<file path="config.mk">
export PLATFORM = sky130hd
export DESIGN_NAME = alu_wrapper_top
export DESIGN_NICKNAME = d
export VERILOG_FILES = /design/src/rtl/alu_pkg.sv /design/src/rtl/alu_wrapper_top_alu.sv /design/src/rtl/alu_wrapper_top.sv
export SDC_FILE = /design/constraint.sdc
export NUM_CORES = 2
export LEC_CHECK = 0
export ABC_AREA = 1
export CORE_ASPECT_RATIO = 2
export CORE_MARGIN = 2
export CORE_UTILIZATION = 45
export CTS_CLUSTER_DIAMETER = 40
export DETAILED_ROUTE_END_ITERATION = 8
export HOLD_SLACK_MARGIN = 0.06
export PLACE_DENSITY_LB_ADDON = 0.1
export REMOVE_ABC_BUFFERS = 1
export SKIP_CTS_REPAIR_TIMING = 1
export SLEW_MARGIN = 40
export SYNTH_ARGS = -nofsm -noshare
export SYNTH_HDL_FRONTEND = slang
export SYNTH_SLANG_ARGS = --single-unit
</file>
<file path="constraint.sdc">
create_clock -name clk -period 33.7 [get_ports clk]
set_input_delay 10.11 -clock clk [delete_from_list [all_inputs] [get_ports clk]]
set_output_delay 10.11 -clock clk [all_outputs]
set_load 0.01 [all_outputs]
</file>
<file path="src/rtl/alu_pkg.sv">
// Opcode and ALU-op encodings shared by the execute-stage ALU wrapper.
// The divider is built only when ALU_DIV_EN is defined.
package alu_pkg;

  typedef logic [4:0] opcode_t;

  typedef enum logic [2:0] {
    ADDA = 3'b000,
    SUBA = 3'b001,
    MULA = 3'b010,
    DIVA = 3'b011,
    ANDA = 3'b100,
    ORA  = 3'b101,
    XORA = 3'b110,
    NOTA = 3'b111
  } alu_op_t;

  localparam opcode_t ADD   = 5'b00010;
  localparam opcode_t ADDI  = 5'b00011;
  localparam opcode_t SUB   = 5'b00100;
  localparam opcode_t SUBI  = 5'b00101;
  localparam opcode_t MUL   = 5'b00110;
  localparam opcode_t MOVEH = 5'b00111;
  localparam opcode_t DIV   = 5'b01000;
  localparam opcode_t AND   = 5'b01010;
  localparam opcode_t ANDI  = 5'b01011;
  localparam opcode_t OR    = 5'b01100;
  localparam opcode_t ORI   = 5'b01101;
  localparam opcode_t NOT   = 5'b01110;
  localparam opcode_t XOR   = 5'b10000;
  localparam opcode_t XORI  = 5'b10001;
  localparam opcode_t CMP   = 5'b10010;
  localparam opcode_t ST    = 5'b11100;
  localparam opcode_t LD    = 5'b11101;
  localparam opcode_t MOVEL = 5'b11110;

endpackage

</file>
<file path="src/rtl/alu_wrapper_top_alu.sv">
// Combinational 32-bit ALU core; the divider exists only when ALU_DIV_EN is defined,
// otherwise DIV yields zero.
module alu
  import alu_pkg::*;
(
  input  alu_op_t     op,
  input  logic [31:0] in1,
  input  logic [31:0] in2,
  output logic [31:0] result
);

  always_comb begin
    result = 32'd0;
    case (op)
      ADDA: result = in1 + in2;
      SUBA: result = in1 - in2;
      MULA: result = in1 * in2;
      DIVA: begin
`ifdef ALU_DIV_EN
        if (in2 == 32'd0) begin
          result = 32'hFFFF_FFFF;
        end else begin
          result = in1 / in2;
        end
`else
        result = 32'd0;
`endif
      end
      ANDA: result = in1 & in2;
      ORA:  result = in1 | in2;
      XORA: result = in1 ^ in2;
      NOTA: result = (in1 == 32'd0) ? 32'd1 : 32'd0;
      default: result = 32'd0;
    endcase
  end

endmodule

</file>
<file path="src/rtl/alu_wrapper_top.sv">
// Execute-stage ALU wrapper: opcode decode, operand select and the {Z,N} flags register.
// DIV support depends on ALU_DIV_EN (see alu).
module alu_wrapper_top
  import alu_pkg::*;
(
  input  logic        clk,
  input  logic        rst,
  input  logic [31:0] a,
  input  logic [31:0] b,
  input  logic [31:0] imm,
  input  logic [4:0]  opcode,
  output logic [31:0] out,
  output logic [1:0]  flags
);

  alu_op_t     alu_op_s;
  logic        use_imm_s;
  logic        set_flags_s;
  logic [31:0] op2_s;
  logic [31:0] diff_s;
  logic        ovf_s;
  logic [1:0]  flags_d;
  logic [1:0]  flags_q;

  always_comb begin
    alu_op_s    = ADDA;
    use_imm_s   = 1'b0;
    set_flags_s = 1'b0;
    case (opcode)
      ADD:   alu_op_s = ADDA;
      ADDI:  begin alu_op_s = ADDA; use_imm_s = 1'b1; end
      LD:    begin alu_op_s = ADDA; use_imm_s = 1'b1; end
      ST:    begin alu_op_s = ADDA; use_imm_s = 1'b1; end
      SUB:   begin alu_op_s = SUBA; set_flags_s = 1'b1; end
      SUBI:  begin alu_op_s = SUBA; use_imm_s = 1'b1; set_flags_s = 1'b1; end
      CMP:   begin alu_op_s = SUBA; set_flags_s = 1'b1; end
      MUL:   alu_op_s = MULA;
      DIV:   alu_op_s = DIVA;
      AND:   alu_op_s = ANDA;
      ANDI:  begin alu_op_s = ANDA; use_imm_s = 1'b1; end
      MOVEH: begin alu_op_s = ANDA; use_imm_s = 1'b1; end
      MOVEL: begin alu_op_s = ANDA; use_imm_s = 1'b1; end
      OR:    alu_op_s = ORA;
      ORI:   begin alu_op_s = ORA; use_imm_s = 1'b1; end
      XOR:   alu_op_s = XORA;
      XORI:  begin alu_op_s = XORA; use_imm_s = 1'b1; end
      NOT:   alu_op_s = NOTA;
      default: alu_op_s = ADDA;
    endcase
  end

  assign op2_s = use_imm_s ? imm : b;

  alu ALU (
    .op     (alu_op_s),
    .in1    (a),
    .in2    (op2_s),
    .result (out)
  );

  // N is the true signed less-than: result sign corrected by signed overflow.
  always_comb begin
    diff_s = a - op2_s;
    ovf_s  = (a[31] ^ op2_s[31]) & (a[31] ^ diff_s[31]);
    if (set_flags_s) begin
      flags_d = {(a == op2_s), (diff_s[31] ^ ovf_s)};
    end else begin
      flags_d = flags_q;
    end
  end

  always_ff @(posedge clk or posedge rst) begin
    if (rst) begin
      flags_q <= 2'b00;
    end else begin
      flags_q <= flags_d;
    end
  end

  assign flags = flags_q;

endmodule

</file>
==> flow_summary.yaml <==
route:
  vias_per_cell: 5.659
  drc: 0
  num_vias: 20470
  first_pass_iters: 6
  routed_wirelength_um: 91920
  ant_nets: 0
  drt_iter0_markers: 1490
  wl_per_cell_um: 25.41
layout:
  fin_area_mm2: 0.02321
  finalNetCount: 3723
  multi_input_area_mm2: 0.01821
  layout-drive-gt1-share: 0.03914
  syn_to_final_growth_pct: 10.08
  largest_reg_flops: 2
  regArea_um2: 50.05
  fillCellCount: 4819
sta:
  worstMarginPinSlew_ns: 0.8696
  drv_slew: 0
  rsz0062_at_grt: "false"
  fin_crit_sh: 0.9042
  skew_ns: 0
  slew_headroom: 0.4194
  tns_ns: 0
  post-route-min-period_ns: 30.47
  hold_viol: 0
  setup_viol_count_final: 0
  clock.fmax_mhz: 32.82
global_routing:
  grt_usage: 0.3834
  busiest_layer: "met2"
  grt_max_degree: 48
  grt_overflow_total: 0
  grt_pass1_vias: 21460
  antenna_found_initial: 2
  met1_usage: 0.4044
  grt_pass1_wl_um: 134200
  use_met2: 0.6722
  use_met3: 0.05975
synth:
  yosysMostFrequentCell: "inv_1"
  synth_area_per_cell_um2: 7.228
  synth_top_area_cell: "fa_1"
  ys_top_cells_by_count: "605 x inv_1, 556 x nand2_1, 411 x fa_1, 404 x nor2_1, 218 x ha_1"
  syn_area_mm2: 0.02108
  yosysUniqueCellTypes: 53
  synth_edf_count: 0
  async_flop_share: 1.000
  synth-main-ff-cell: "dfrtp_1"
  syn_inst: 2917
  synth_top_area_share: 0.3902
  ys_ff_latch: 2
  ys_seq_area_frac: 0.002374
  synth_top_cells_by_area: "fa_1 39%, ha_1 13%, inv_1 11%, nand2_1 9.9%, nor2_1 7.2%"
  yosysWarnings: 0
worst_setup_path:
  timing.rr.start: "flags[1]"
  crit_path_end_kind: "primary output"
  critical_path_required_ns: 23.59
  worstSetupPathType: "in2out"
  cp_slowest_cell: "o21ai_0"
  rr_endpoint: "flags[1]"
  crit_path_start_kind: "input pin"
  max_stage_delay_ns: 0.67
  critPathBufInv: 11
  crit_family: "adder cells"
  regToRegSetupSlack_ns: 32.92
  crit_fanout: 47
  path_common_cell: "nand2_1"
  crit_arrival_ns: 20.36
  reg2reg_depth: 2
clocking:
  clkTransAtPathRegs_ns: 0.03
  numCtsBuffers: 3
  root_buffer: "clkbuf_16"
  clockBufferDepth: 2
  cts.sinks: 2
  cts_tree: "done"
  htree_levels: 1
  clk_latency_ns: 0.22
die:
  die_h_um: 310.1
  ios: 137
  coreArea_mm2: 0.04652
  die_area_mm2: 0.04871
  start_util: 0.4532
  die_x_um: 157.1
  rows: 112
place:
  portBuffers: 136
  gp_congestion: 1.036
  post-dp-hpwl_um: 74700
  placed_area_mm2: 0.02313
hold_path:
  hp-start: "flags[0]"
  whs_endpoint: "flags[0]"
  hold_path_class: "reg2reg"
  min_path_cells: 2
job:
  maxCapViolCount: 0
status:
  run_status: "finished, final reports clean"
## routing by layer
layer / vias up / wire (um)
li1: 9012 / -
met1: 10060 / 30500
met2: 1034 / 45470
met3: 367 / 6428
met4: 0 / 9522
met5: - / 0
## tightest hold or removal path, cell delays in order (launching register included)
cell	delay, ns
dfrtp_1	0.34
nand2_1	0.06
nand2_1	0.05
## cell type report
cell class                 count  area share
tap                          627     0.03380
sequential                     2    0.002156
multi-input combinational   2173      0.7846
clock buffer                   3    0.003234
antenna                        1   0.0001078
timing repair buffer         187     0.07515
inverter                     624      0.1009
## placed cells by master, fill, tap and decap left out, types with 4 or more instances in the layout
cell	count
inv_1	602
nand2_1	556
fa_1	411
nor2_1	403
ha_1	218
clkdlybuf4s50_1	136
a21oi_1	130
nand3_1	116
o21ai_0	78
buf_4	51
xor2_1	42
nand4_1	27
a221oi_1	20
or2_2	17
inv_2	14
o2111ai_1	13
nand3b_1	12
nor4_1	11
o21ai_2	11
o22ai_1	11
xnor2_1	11
nor3_1	8
clkinv_1	8
o211ai_1	8
o21ai_1	6
o21bai_1	6
o221ai_1	6
a21boi_0	6
nor2_2	5
a31oi_1	5
a211oi_1	5
nand2_2	4
## metrics by stage
stage | hold WS, ns | utilization | std cells | setup WS (ns)
final | 0.4820 | 0.4989 | 3617 | 3.228
after global routing | 0.5215 | 0.4988 | 3616 | 2.718
after CTS | 0.4921 | 0.4988 | 3616 | 3.361
after detailed placement | 0.4790 | 0.4972 | 3613 | 3.372
after global placement | 0.4774 | 0.4972 | 3613 | 3.428
after floorplan | 0.5086 | - | 2799 | 5.048
## how the worst max path moves through the flow
stage	startpoint	end	slack (ns)	depth (start not counted)
final	opcode[4]	out[29]	3.23	40
after global routing	opcode[4]	out[29]	2.72	40
after CTS	opcode[4]	out[30]	3.36	34
after detailed placement	opcode[4]	out[30]	3.37	34
after global placement	opcode[4]	out[30]	3.43	32
after floorplan	opcode[4]	out[26]	5.05	34
## logic make-up after synthesis
| kind of cell | count (synthesis) | synth area share |
|---|---|---|
| buffers and inverters | 742 | 0.1351 |
| DFF | 2 | 0.002374 |
| AOI/OAI and AO/OA | 323 | 0.09305 |
| adders and majority gates | 629 | 0.5196 |
| xor gates and xnor gates | 54 | 0.02279 |
| and+or+nand+nor | 1167 | 0.2271 |
Power is not shown: default switching activity piles up to over one toggle a cycle in this logic, so the estimate is an artifact.
